<file path="src/rtl/bin_to_bcd_seq.sv">
// ============================================================================
// Module   : bin_to_bcd_seq
// Purpose  : Iterative double-dabble binary-to-BCD converter, one bit per
//            clock. Optional two's complement input when BCD_SIGNED_INPUT_EN
//            is defined.
// Revision : 1.0 - initial release
// ============================================================================
`default_nettype none

module bin_to_bcd_seq #(
    parameter int W = 10
) (
    input  logic         CLOCK_50,
    input  logic         RESET,
    input  logic         start,
    input  logic [W-1:0] bin,
    output logic         busy,
    output logic         done,
    output logic [15:0]  bcd,
    output logic         sign
);

    typedef enum logic [1:0] {
        S_IDLE = 2'd0,
        S_CONV = 2'd1,
        S_DONE = 2'd2
    } state_t;

    localparam logic [3:0] C_CNT_INIT = 4'(W);

    state_t         state_q, state_d;
    logic [W-1:0]   shift_q, shift_d;
    logic [15:0]    scratch_q, scratch_d;
    logic [3:0]     cnt_q, cnt_d;
    logic [15:0]    bcd_q, bcd_d;
    logic           sign_q, sign_d;
    logic           sign_cap_q, sign_cap_d;
    logic           done_q, done_d;
    logic           busy_q, busy_d;

    logic [W-1:0]   w_mag;
    logic           w_sign;
    logic [15:0]    w_adj;
    logic [15+W:0]  w_shifted;

`ifdef BCD_SIGNED_INPUT_EN
    // Most negative input wraps to 2^(W-1), which is exactly the magnitude wanted.
    assign w_sign = bin[W-1];
    assign w_mag  = bin[W-1] ? ((~bin) + W'(1)) : bin;
`else
    assign w_sign = 1'b0;
    assign w_mag  = bin;
`endif

    for (genvar i = 0; i < 4; i++) begin : g_digit_adj
        assign w_adj[4*i +: 4] = (scratch_q[4*i +: 4] >= 4'd5) ?
                                 (scratch_q[4*i +: 4] + 4'd3) :
                                 scratch_q[4*i +: 4];
    end

    assign w_shifted = {w_adj, shift_q} << 1;

    always_comb begin
        state_d    = state_q;
        shift_d    = shift_q;
        scratch_d  = scratch_q;
        cnt_d      = cnt_q;
        bcd_d      = bcd_q;
        sign_d     = sign_q;
        sign_cap_d = sign_cap_q;
        done_d     = 1'b0;
        case (state_q)
            S_IDLE: begin
                if (start) begin
                    shift_d    = w_mag;
                    sign_cap_d = w_sign;
                    scratch_d  = 16'h0000;
                    cnt_d      = C_CNT_INIT;
                    state_d    = S_CONV;
                end
            end
            S_CONV: begin
                scratch_d = w_shifted[15+W:W];
                shift_d   = w_shifted[W-1:0];
                cnt_d     = cnt_q - 4'd1;
                if (cnt_q == 4'd1) begin
                    bcd_d   = w_shifted[15+W:W];
                    sign_d  = sign_cap_q;
                    done_d  = 1'b1;
                    state_d = S_DONE;
                end
            end
            S_DONE: begin
                state_d = S_IDLE;
            end
            default: begin
                state_d = S_IDLE;
            end
        endcase
        busy_d = (state_d != S_IDLE);
    end

    always_ff @(posedge CLOCK_50) begin
        if (RESET) begin
            state_q    <= S_IDLE;
            shift_q    <= '0;
            scratch_q  <= 16'h0000;
            cnt_q      <= 4'd0;
            bcd_q      <= 16'h0000;
            sign_q     <= 1'b0;
            sign_cap_q <= 1'b0;
            done_q     <= 1'b0;
            busy_q     <= 1'b0;
        end else begin
            state_q    <= state_d;
            shift_q    <= shift_d;
            scratch_q  <= scratch_d;
            cnt_q      <= cnt_d;
            bcd_q      <= bcd_d;
            sign_q     <= sign_d;
            sign_cap_q <= sign_cap_d;
            done_q     <= done_d;
            busy_q     <= busy_d;
        end
    end

    assign busy = busy_q;
    assign done = done_q;
    assign bcd  = bcd_q;
    assign sign = sign_q;

endmodule

`default_nettype wire
</file>
<file path="config.mk">
export PLATFORM = sky130hd
export DESIGN_NAME = bin_to_bcd_seq
export DESIGN_NICKNAME = d
export VERILOG_FILES = /design/src/rtl/bin_to_bcd_seq.sv
export SDC_FILE = /design/constraint.sdc
export NUM_CORES = 1
export LEC_CHECK = 0
export CAP_MARGIN = 20
export CORE_ASPECT_RATIO = 0.5
export CORE_MARGIN = 10
export CORE_UTILIZATION = 40
export DETAILED_ROUTE_END_ITERATION = 12
export PLACE_DENSITY = 0.65
export SETUP_SLACK_MARGIN = 0.15
export SLEW_MARGIN = 20
export SYNTH_ARGS = -nofsm -noshare
export SYNTH_HDL_FRONTEND = slang
export SYNTH_SLANG_ARGS = --single-unit
</file>
<file path="constraint.sdc">
create_clock -name CLOCK_50 -period 1.9 [get_ports CLOCK_50]
set_input_delay 0.285 -clock CLOCK_50 [delete_from_list [all_inputs] [get_ports CLOCK_50]]
set_output_delay 0.285 -clock CLOCK_50 [all_outputs]
set_load 0.005 [all_outputs]
</file>
# Word level (Yosys, flattened, before mapping)
# Index checks and enable logic that the tools add are counted.
# totals
register_bits,50
inputBits,13
# op_classes
muxes,14
bitwise,1
eq_ne,3
add_sub_neg,5
n_lt_le_gt_ge,4
reduce_logical,6
# ops
operator,count
$pmux 16 s2,1
$pmux 10 s2,1
$ge 4x3->1 const B,4
$mux 16,1
$mux 4,4
$add 4x2->4 const B,3
$mux 10,1
$pmux 4 s2,1
$eq 4x1->1 const B,1
$mux 2,2
$pmux 2 s2,1
$reduce_and 2->1,2
$reduce_bool 2->1,2
$sub 4x1->4 const B,1
$add 3x2->3 const B,1
$mux 3,1
$eq 2x1->1 const B,1
$logic_not 2->1,1
$ne 2x2->1 const B,1
$reduce_or 2->1,1
$mux 1,1
$not 1->1,1

# Logic depth before layout (Yosys ltp)
# Gate-level depths: netlist of run 1.
# logic_depth
depth_word,4
depth_mapped,8
ltp_nobuf,7

# Worst setup path before layout of run 1
# OpenSTA, ideal clock, no wires.
# synth_path
path_type,register to register
startpoint,reg scratch_q[8]
endpoint,reg bcd_q[10] (netlist: bcd[10])
n_path_buf,0
stages_incl_launch_ff,7
t_arrival_ns,1.390
setup_slack_ns,0.435
setup_time_ns,0.075
path_cell_list,dfxtp_1 inv_1 ha_1 nand2b_1 a21oi_1 mux2_2 o22ai_1
# synth_via
elab_chain_cells,2
elab_cells_between_ends,3
# synth_rtl
element,line_no,rtl
"start, declared",33,"logic [15:0] scratch_q, scratch_d;"
"start signal, assigned",117,scratch_q <= scratch_d;
$add 4x2->4 or $ge 4x3->1 (tied branches),"57, 56",
$mux 4 (*),56,assign w_adj[4*i +: 4] = (scratch_q[4*i +: 4] >= 4'd5) ?
"end signal, assigned",109,bcd_q <= 16'h0000;
"end signal, assigned",119,bcd_q <= bcd_d;
"end, declared",35,"logic [15:0] bcd_q, bcd_d;"
# Mark *: on every way between the ends. The rest lies on a longest branch, timed or not.
# A chain may end at the register's enable or synchronous reset.

# Final worst setup path of run 1
# layout_path
startpoint,reg scratch_q[0]
endpoint,reg bcd_q[2] (netlist: bcd[2])
# Same word-level chain as after synthesis.

==> flow_summary_export.csv, run 1 <==
group,metric,value,unit
power_and_ir_drop,p_per_area,804,nW/um^2
synth,yosys_register_bits,50,
synth,postSynthAreaPerCell,9.06,sq um
floorplan,num_rows,19,
final_layout,fraction_of_final_layout_cells_with_drive_strength_greater_than_1,11.4,%
critical_path,crit_path_max_incr_delay,0.39,ns
place,detailed_place_hpwl,3620,microns
timing,max_freq,0.620,GHz
critical_path,worstSetupPathType,"flop to flop",
synth,syn-num-nets,275,
final_layout,postLayoutCoreUtil,50.7,%
power_and_ir_drop,report.power.total,2.25,mW
cts,cts_max_path_bufs,2,
outcome,run_status,"finished, final reports clean",
cts,cts_buffers,5,
critical_path,worst_path_dominant_cell_family,"compound AO/OA/AOI/OAI gates",
synth,yosysWarnings,0,
final_layout,design.final.nets,303,
timing,final.setup_skew,0.00463,ns
grt,grt_pass1_vias,1747,
final_layout,area_delta_synth_final,22.5,%
critical_path,cpMaxStageDelayCell,"sky130_fd_sc_hd__mux2_2",
cts,clock_insertion_delay_worst_skew,0.29,ns
floorplan,effective_utilization_at_floorplan,41.4,%
timing,finalWorstPathRequiredPeriod,1.61,ns
route,routed_wire_length_per_instance,14.0,microns
final_layout,post_layout_cell_count,354,
critical_path,cp_data_required_time,2.11,ns
synth,synthesis.instances,252,
cts,tritoncts_num_sinks,50,
floorplan,core_area,5520,sq um
route,routed_via_density,5.25,
floorplan,ioPinCount,32,
floorplan,die_w,127,microns
grt,gr-total-overflow,0,
place,finalWeightedCongestion,0.790,
route,drt_first_pass_iters,4,
critical_path,critical_path.n_buffers_inverters,1,
timing,rsz0062_at_grt,"no",
synth,synth.yosys.seq_area_share,43.8,%
cts,worst_setup_hold_path_clk_slew,0.06,ns
cts,clock_tree.root_cell,"sky130_fd_sc_hd__clkbuf_16",
floorplan,die-height,73.4,microns
cts,clock_tree_from_tritoncts,"yes",
min_path,worst_hold_path_type,"flop to flop",
timing,worst_slew_pin_slew,0.810,ns
critical_path,worst-path-max-fanout,5,
route,drt-initial-drc-count,115,
timing,finalMaxSlewViolations,0,
critical_path,crit_path_end_kind,"flop",
run,max_cap_viol_count,0,
cts,postCtsSetupRepairBufs,0,
synth,synth_area,2280,sq um
synth,synth_area_leader_cell,"sky130_fd_sc_hd__dfxtp_1",
power_and_ir_drop,irDropWorstVdd,0.502,mV
route,remaining_drc_errors,0,
timing,hold_slack,0.458,ns
grt,largest_net_degree_at_the_start_of_global_routing,26,
floorplan,die_outline_area,9310,sq um
critical_path,crit_arrival,1.83,ns
timing,worst_max_slew_margin_expressed_relative_to_the_limit,45.8,%
cts,post_cts_resized,0,
place,post-place-cells,346,
route,vias,1858,
final_layout,antenna_cells,0,
route,detail_route.wirelength,4970,microns
cts,cts_hold_buffers,0,
place,io_buffers,30,
timing,final_min_period_over_clock_period,84.9,%
synth,yosys-top-cells-area,"sky130_fd_sc_hd__dfxtp_1, sky130_fd_sc_hd__ha_1, sky130_fd_sc_hd__nor2_1, sky130_fd_sc_hd__o22ai_1, sky130_fd_sc_hd__nand2b_1",
grt,initial_antenna_violation_count,0,
synth,post_synth_num_cell_types,37,
timing,setup_violations,0,
grt,grt_pass1_wl,8240,microns
route,postRouteAntennaNets,0,
cts,cts-htree-levels,2,
critical_path,cells_along_the_critical_path,"inv_1 -> ha_2 -> nand2b_1 -> a21oi_1 -> mux2_2 -> o22ai_1",
timing,setup_total_negative_slack,0,ns
synth,yosysTopAreaCellShare,43.8,%
critical_path,critPathLaunchType,"flop",
timing,total_count_of_hold_check_failures_in_the_final_report,0,
power_and_ir_drop,leakage,1.01,nW
grt,global_route.usage.total,10.7,%
-- where the power goes --
part	switching, mW	internal, mW
Clock	0.376	0.523
Combinational	0.115	0.116
Sequential	0.0302	1.09
Total	0.521	1.73
-- worst register-to-register path, cell delays in order (launching register included) --
cell,delay (ns)
sky130_fd_sc_hd__dfxtp_1,0.35
sky130_fd_sc_hd__inv_1,0.10
sky130_fd_sc_hd__ha_2,0.23
sky130_fd_sc_hd__nand2b_1,0.08
sky130_fd_sc_hd__a21oi_1,0.24
sky130_fd_sc_hd__mux2_2,0.39
sky130_fd_sc_hd__o22ai_1,0.15
-- flip-flops by register name, indices dropped and copies added, names as in the netlist --
register and count:
bcd 16, scratch_q 16, shift_q 10, cnt_q 4
state_q 2, busy 1, done 1
-- cell usage in the layout (no fill, tap or decap), types with 4 or more instances in the layout --
cell type                         synthesis  layout
sky130_fd_sc_hd__dfxtp_1                 50      50
sky130_fd_sc_hd__clkdlybuf4s50_1          0      30
sky130_fd_sc_hd__nor2_1                  29      29
sky130_fd_sc_hd__nor3_1                  17      17
sky130_fd_sc_hd__o22ai_1                 15      15
sky130_fd_sc_hd__nand2b_1                14      13
sky130_fd_sc_hd__inv_1                   11      11
sky130_fd_sc_hd__a21oi_1                 12      10
sky130_fd_sc_hd__nor2b_1                  9       9
sky130_fd_sc_hd__o2bb2ai_1                9       9
sky130_fd_sc_hd__o21ai_0                  8       8
sky130_fd_sc_hd__nor3b_1                  8       8
sky130_fd_sc_hd__ha_1                    10       8
sky130_fd_sc_hd__buf_4                    4       7
sky130_fd_sc_hd__a211oi_1                 6       6
sky130_fd_sc_hd__nand2_1                  5       5
sky130_fd_sc_hd__clkbuf_16                0       5
sky130_fd_sc_hd__mux2_2                   4       4
sky130_fd_sc_hd__xnor2_1                  4       4
sky130_fd_sc_hd__nand3_1                  4       4
-- metal layers --
layer / vias up / routed length, microns / GRT usage [%]
li1: 938 / - / -
met1: 874 / 2430 / 13.7
met2: 41 / 2180 / 16.5
met3: 5 / 309 / 4.38
met4: 0 / 44 / 2.26
met5: - / 0 / 0
-- path summary, 6_finish.rpt --
kind / from / end / slack [ns] / depth (start not counted)
min: bcd[0]$_SDFFE_PP0P_ / bcd[0]$_SDFFE_PP0P_ / 0.46 / 2
min reg2reg: bcd[0]$_SDFFE_PP0P_ / bcd[0]$_SDFFE_PP0P_ / 0.46 / 2
max: scratch_q[0]$_SDFFE_PP0P_ / bcd[2]$_SDFFE_PP0P_ / 0.29 / 6
max reg2reg: scratch_q[0]$_SDFFE_PP0P_ / bcd[2]$_SDFFE_PP0P_ / 0.29 / 6
-- logic make-up (layout without fill, tap and decap cells) --
kind of cell | count (synthesis) | in the layout | synth area share [%]
buffers and inverters | 29 | 58 | 6.25
multiplexers | 5 | 5 | 2.41
AND/OR/NAND/NOR | 91 | 91 | 21.3
flip-flops | 50 | 50 | 43.8
adder cells (fa/ha/maj) | 10 | 10 | 5.48
other | 1 | 1 | 0.164
XOR/XNOR | 4 | 4 | 1.53
AO/OA/AOI/OAI | 62 | 62 | 19.1
-- final cells by class --
cell class	count	area [sq um]
Clock buffer	7	143
Clock inverter	1	5.00
Fill cell	532	2720
Inverter	13	48.8
Multi-Input combinational cell	173	1150
Sequential cell	50	1000
Tap cell	73	91.3
Timing Repair Buffer	37	353
-- synth_stat cells --
cell and count:
sky130_fd_sc_hd__buf_4 4, sky130_fd_sc_hd__mux2i_1 1, sky130_fd_sc_hd__o2bb2ai_1 9, sky130_fd_sc_hd__a211oi_1 6, sky130_fd_sc_hd__nand2_1 5, sky130_fd_sc_hd__a32oi_1 1, sky130_fd_sc_hd__inv_2 1, sky130_fd_sc_hd__nor2b_4 1
sky130_fd_sc_hd__a311oi_2 1, sky130_fd_sc_hd__nor3b_2 1, sky130_fd_sc_hd__clkbuf_1 7, sky130_fd_sc_hd__dfxtp_1 50, sky130_fd_sc_hd__a21o_1 2, sky130_fd_sc_hd__nor2_1 29, sky130_fd_sc_hd__nor2b_1 9, sky130_fd_sc_hd__mux2_2 4
sky130_fd_sc_hd__nor3_1 17, sky130_fd_sc_hd__or2_2 1, sky130_fd_sc_hd__inv_1 11, sky130_fd_sc_hd__a211oi_2 3, sky130_fd_sc_hd__a221oi_1 1, sky130_fd_sc_hd__ha_1 10, sky130_fd_sc_hd__o22ai_1 15, sky130_fd_sc_hd__nor3b_1 8
sky130_fd_sc_hd__a22oi_1 2, sky130_fd_sc_hd__clkinv_1 1, sky130_fd_sc_hd__buf_2 3, sky130_fd_sc_hd__xnor2_1 4, sky130_fd_sc_hd__a21oi_1 12, sky130_fd_sc_hd__nand3b_1 1, sky130_fd_sc_hd__conb_1 1, sky130_fd_sc_hd__o21ai_0 8
sky130_fd_sc_hd__nand2b_1 14, sky130_fd_sc_hd__a22o_1 2, sky130_fd_sc_hd__and2_4 1, sky130_fd_sc_hd__nand3_1 4, sky130_fd_sc_hd__buf_6 2
-- stage by stage --
| step | instance area (sq um) | setup slack (ns) |
|---|---|---|
| 3_3_place_gp | 2630 | 0.0661 |
| 6_report | 2800 | 0.288 |
| 2_1_floorplan | 2280 | 0.435 |
| 3_5_place_dp | 2630 | 0.0392 |
| 5_1_grt | 2800 | 0.159 |
| 4_1_cts | 2780 | 0.218 |
No activity file was read; power rests on OpenSTA's default activity.
==> run 2, diff against run 1 <==
==> constraint.sdc (replaced) <==
create_clock -name CLOCK_50 -period 1.6 [get_ports CLOCK_50]
set_input_delay 0.24 -clock CLOCK_50 [delete_from_list [all_inputs] [get_ports CLOCK_50]]
set_output_delay 0.24 -clock CLOCK_50 [all_outputs]
set_load 0.005 [all_outputs]
==> flow_summary_export.csv, run 2 (synthesis results as in run 1) <==
group,metric,value,unit
critical_path,crit_path_end_kind,"flop",
timing,finalWorstPathRequiredPeriod,1.42,ns
place,post-place-cells,357,
place,finalWeightedCongestion,0.765,
floorplan,die-height,73.4,microns
timing,total_count_of_hold_check_failures_in_the_final_report,0,
cts,clock_tree.root_cell,"sky130_fd_sc_hd__clkbuf_16",
min_path,worst_hold_path_type,"flop to flop",
grt,global_route.usage.total,11.5,%
cts,cts_buffers,5,
cts,worst_setup_hold_path_clk_slew,0.06,ns
cts,tritoncts_num_sinks,50,
outcome,run_status,"finished, final reports clean",
critical_path,critPathLaunchType,"flop",
route,postRouteAntennaNets,0,
final_layout,fillerInstances,493,
power_and_ir_drop,p_int,2.04,mW
floorplan,ioPinCount,32,
final_layout,multi_input_area,1370,sq um
route,routed_wire_length_per_instance,14.6,microns
route,remaining_drc_errors,0,
timing,max_freq,0.704,GHz
floorplan,die_w,127,microns
final_layout,area.sequential,1010,sq um
floorplan,effective_utilization_at_floorplan,41.4,%
final_layout,antenna_cells,0,
power_and_ir_drop,report.power.total,2.68,mW
cts,cts-htree-levels,2,
final_layout,area_delta_synth_final,40.3,%
route,routed_via_density,5.12,
timing,setup_violations,0,
grt,grt_pass1_wl,8880,microns
grt,grt_pass1_vias,1890,
grt,largest_net_degree_at_the_start_of_global_routing,20,
grt,gr-total-overflow,0,
final_layout,design.final.nets,326,
power_and_ir_drop,combinational_share_of_power,12.5,%
power_and_ir_drop,leakage,1.18,nW
route,drt-initial-drc-count,82,
power_and_ir_drop,share_clk_of_total_power,37.8,%
floorplan,num_rows,19,
power_and_ir_drop,p_sw_share,23.8,%
cts,clock_tree_from_tritoncts,"yes",
place,io_buffers,30,
final_layout,post-route-cell-area,3200,sq um
route,detail_route.wirelength,5500,microns
cts,cts_max_path_bufs,2,
power_and_ir_drop,p_per_area,836,nW/um^2
power_and_ir_drop,irDropWorstVdd,0.597,mV
grt,initial_antenna_violation_count,0,
cts,cts_hold_buffers,0,
floorplan,core_area,5520,sq um
route,vias,1924,
run,max_cap_viol_count,0,
final_layout,layout.cells.most_common_list,"sky130_fd_sc_hd__dfxtp_1, sky130_fd_sc_hd__clkdlybuf4s50_1, sky130_fd_sc_hd__nor2_1, sky130_fd_sc_hd__buf_4, sky130_fd_sc_hd__nor3_1",
critical_path,worstSetupPathType,"flop to flop",
final_layout,layout.cells.most_common,"sky130_fd_sc_hd__dfxtp_1",
final_layout,post_layout_cell_count,376,
power_and_ir_drop,switching_power,0.637,mW
final_layout,fraction_of_final_layout_cells_with_drive_strength_greater_than_1,30.7,%
timing,final_min_period_over_clock_period,88.7,%
floorplan,die_outline_area,9310,sq um
timing,rsz0062_at_grt,"yes",
timing,final.setup_skew,0.00620,ns
route,drt_first_pass_iters,4,
place,detailed_place_hpwl,3670,microns
place,placed_cell_area,2720,sq um
critical_path,crit_arrival,1.64,ns
critical_path,worst-path-max-fanout,4,
timing,finalMaxSlewViolations,0,
power_and_ir_drop,power.share.sequential,49.7,%
critical_path,ff2ff_setup_slack,0.18,ns
cts,clock_insertion_delay_worst_skew,0.29,ns
critical_path,cp_data_required_time,1.82,ns
==> run 2: path summary, 6_finish.rpt <==
| check | from | to | depth (start not counted) |
|---|---|---|---|
| setup / recovery | scratch_q[4]$_SDFFE_PP0P_ | bcd[6]$_SDFFE_PP0P_ | 6 |
| hold / removal | bcd[0]$_SDFFE_PP0P_ | bcd[0]$_SDFFE_PP0P_ | 2 |
| setup reg to reg | scratch_q[4]$_SDFFE_PP0P_ | bcd[6]$_SDFFE_PP0P_ | 6 |
| hold reg to reg | bcd[0]$_SDFFE_PP0P_ | bcd[0]$_SDFFE_PP0P_ | 2 |
==> run 2: final cells by class <==
class,count,area share [%]
repair buffers,60,16.9
inverters,13,1.60
well taps,73,2.85
clock inverters,1,0.234
clock buffers,6,4.02
flip-flops and latches,50,31.6
multi-input cells,173,42.8
==> run 2: timing repair <==
| action | 4_1_cts | 5_1_grt |
|---|---|---|
| cloned | 0 | 0 |
| setup buffers | 7 | 5 |
| gates resized for setup | 15 | 47 |
| setup endpoints to repair | 19 | 24 |
| pin swaps | 4 | 12 |
==> run 2: critical path, stage by stage (launching register included) <==
cell and delay, ns:
sky130_fd_sc_hd__dfxtp_2 0.34, sky130_fd_sc_hd__inv_1 0.13, sky130_fd_sc_hd__ha_4 0.18, sky130_fd_sc_hd__nand2b_4 0.06
sky130_fd_sc_hd__a21oi_4 0.16, sky130_fd_sc_hd__mux2_4 0.33, sky130_fd_sc_hd__o22ai_1 0.14
==> run 2: power groups by stage <==
| stage | Sequential (mW) | Clock [mW] | Combinational [mW] |
|---|---|---|---|
| CTS | 1.33 | 1.04 | 0.304 |
| floorplan | 1.35 | 0 | 0.196 |
| global route | 1.34 | 1.09 | 0.369 |
| detailed placement | 1.35 | 0 | 0.291 |
| global placement | 1.35 | 0 | 0.284 |
| finish | 1.33 | 1.01 | 0.334 |
==> run 2: per-layer routing <==
metal,GRT usage [%],part of all wire [%],vias up,wire length [microns]
met3,3.23,4.0,7,219
met5,0,0,-,0
li1,-,-,982,-
met2,18.8,46,33,2550
met1,14.0,48,902,2630
met4,5.02,1.7,0,93
==> run 2: stage by stage <==
stage	worst slack [ns]	TNS (ns)	hold WS, ns	util, %
2_1_floorplan	0.151	0	0.406	-
3_3_place_gp	-0.180	-1.46	0.446	49.3
3_5_place_dp	-0.167	-1.36	0.460	49.3
4_1_cts	0.143	0	0.469	53.5
5_1_grt	0.123	0	0.498	58.1
6_report	0.180	0	0.460	58.1
==> run 3, diff against run 2 <==
--- a/config.mk
+++ b/config.mk
@@ -9,8 +9,10 @@
 export CORE_ASPECT_RATIO = 0.5
 export CORE_MARGIN = 10
 export CORE_UTILIZATION = 40
+export CTS_CLUSTER_DIAMETER = 40
 export DETAILED_ROUTE_END_ITERATION = 12
 export PLACE_DENSITY = 0.65
+export REMOVE_ABC_BUFFERS = 1
 export SETUP_SLACK_MARGIN = 0.15
 export SLEW_MARGIN = 20
 export SYNTH_ARGS = -nofsm -noshare
==> flow_summary_export.csv, run 3 (synthesis results as in run 1) <==
group,metric,value,unit
outcome,run_status,"finished, final reports clean",
critical_path,worstSetupPathType,"flop to flop",
critical_path,critPathLaunchType,"flop",
floorplan,die_outline_area,9310,sq um
route,remaining_drc_errors,0,
grt,global_route.usage.total,11.5,%
final_layout,layout.cells.most_common_list,"sky130_fd_sc_hd__dfxtp_1, sky130_fd_sc_hd__clkdlybuf4s50_1, sky130_fd_sc_hd__nor2_1",
place,io_buffers,30,
floorplan,ioPinCount,32,
floorplan,num_rows,19,
final_layout,area_delta_synth_final,38.0,%
critical_path,worstSetupStartpoint,"scratch_q[13]$_SDFFE_PP0P_",
cts,worst_setup_hold_path_clk_slew,0.07,ns
cts,clock_tree.root_cell,"sky130_fd_sc_hd__clkbuf_16",
place,post-place-cells,358,
grt,initial_antenna_violation_count,0,
power_and_ir_drop,leakage,1.17,nW
place,placed_cell_area,2720,sq um
route,postRouteAntennaNets,0,
place,detailed_place_hpwl,3730,microns
final_layout,post-route-cell-area,3150,sq um
timing,finalWorstPathRequiredPeriod,1.48,ns
timing,final.setup_skew,0.00444,ns
route,drt-initial-drc-count,106,
critical_path,cp_data_required_time,1.83,ns
timing,worst_max_slew_margin_expressed_relative_to_the_limit,60.6,%
floorplan,die_w,127,microns
timing,total_count_of_hold_check_failures_in_the_final_report,0,
final_layout,post_layout_cell_count,374,
power_and_ir_drop,irDropWorstVdd,0.451,mV
timing,final_min_period_over_clock_period,92.5,%
grt,gr-total-overflow,0,
power_and_ir_drop,report.power.total,2.86,mW
route,detail_route.wirelength,5600,microns
place,finalWeightedCongestion,0.839,
critical_path,crit_arrival,1.71,ns
final_layout,fillerInstances,493,
timing,max_freq,0.675,GHz
critical_path,worst-path-max-fanout,3,
route,routed_via_density,5.15,
cts,cts_buffers,5,
final_layout,design.final.nets,323,
run,max_cap_viol_count,0,
critical_path,timing.rr.start,"scratch_q[13]$_SDFFE_PP0P_",
cts,cts_hold_buffers,0,
timing,setup_total_negative_slack,0,ns
grt,largest_net_degree_at_the_start_of_global_routing,20,
floorplan,core_area,5520,sq um
final_layout,layout.cells.most_common,"sky130_fd_sc_hd__dfxtp_1",
critical_path,crit_path_end_kind,"flop",
final_layout,antenna_cells,0,
cts,tritoncts_num_sinks,50,
final_layout,fraction_of_final_layout_cells_with_drive_strength_greater_than_1,28.2,%
min_path,holdCritStartpoint,"bcd[0]$_SDFFE_PP0P_",
route,drt_first_pass_iters,4,
cts,cts-htree-levels,2,
route,routed_wire_length_per_instance,15.0,microns
timing,rsz0062_at_grt,"yes",
floorplan,die-height,73.4,microns
grt,grt_pass1_wl,9020,microns
timing,worst_slew_pin_slew,0.591,ns
power_and_ir_drop,p_per_area,907,nW/um^2
cts,clock_insertion_delay_worst_skew,0.28,ns
cts,clock_tree_from_tritoncts,"yes",
floorplan,effective_utilization_at_floorplan,41.4,%
cts,cts_max_path_bufs,2,
timing,finalMaxSlewViolations,0,
route,vias,1926,
grt,grt_pass1_vias,1977,
min_path,worst_hold_path_type,"flop to flop",
timing,setup_violations,0,
[run 3: path summary, 6_finish.rpt]
kind                                                    to  slack, ns  cells after the start
worst max-delay path            scratch_q[14]$_SDFFE_PP0P_       0.12                      6
worst min-delay path                   bcd[0]$_SDFFE_PP0P_       0.46                      2
worst max register to register  scratch_q[14]$_SDFFE_PP0P_       0.12                      6
worst min register to register         bcd[0]$_SDFFE_PP0P_       0.46                      2
[run 3: critical path, stage by stage (launching register included)]
cell	delay [ns]
sky130_fd_sc_hd__dfxtp_2	0.34
sky130_fd_sc_hd__inv_2	0.06
sky130_fd_sc_hd__ha_1	0.18
sky130_fd_sc_hd__nand2b_4	0.14
sky130_fd_sc_hd__a21oi_2	0.23
sky130_fd_sc_hd__mux2i_2	0.31
sky130_fd_sc_hd__a22o_1	0.17
[run 3: timing repair]
item                       CTS  global route
setup buffers                4             4
gates resized for setup     20            30
pin swaps                    4             7
setup endpoints to repair   28            25
[run 3: layout make-up]
cell class | count | area [sq um] | area share [%]
Clock buffer | 6 | 129 | 4.09
Clock inverter | 2 | 37.5 | 1.19
Inverter | 13 | 48.8 | 1.55
Multi-Input combinational cell | 173 | 1320 | 41.9
Sequential cell | 50 | 1010 | 32.2
Tap cell | 73 | 91.3 | 2.90
Timing Repair Buffer | 57 | 510 | 16.2
[run 3: per-layer routing]
metal	GRT usage [%]	wire, microns	vias up
li1	-	-	977
met1	13.4	2660	917
met2	20.7	2710	30
met3	2.94	190	2
met4	3.51	40	0
met5	0	0	-
[run 3: per-stage QoR]
| stage | setup slack [ns] | utilization [%] | hold WS, ns |
|---|---|---|---|
| floorplan | 0.0462 | - | 0.305 |
| global placement | -0.173 | 49.4 | 0.445 |
| detailed placement | -0.216 | 49.4 | 0.449 |
| CTS | 0.153 | 54.2 | 0.461 |
| global route | 0.0483 | 57.1 | 0.481 |
| finish | 0.119 | 57.1 | 0.458 |
[run 3: report_power, final]
part | switching (mW) | internal [mW] | leakage (nW) | total, mW
logic | 0.157 | 0.171 | 0.678 | 0.327
registers | 0.0381 | 1.29 | 0.411 | 1.33
clock network | 0.462 | 0.739 | 0.0771 | 1.20
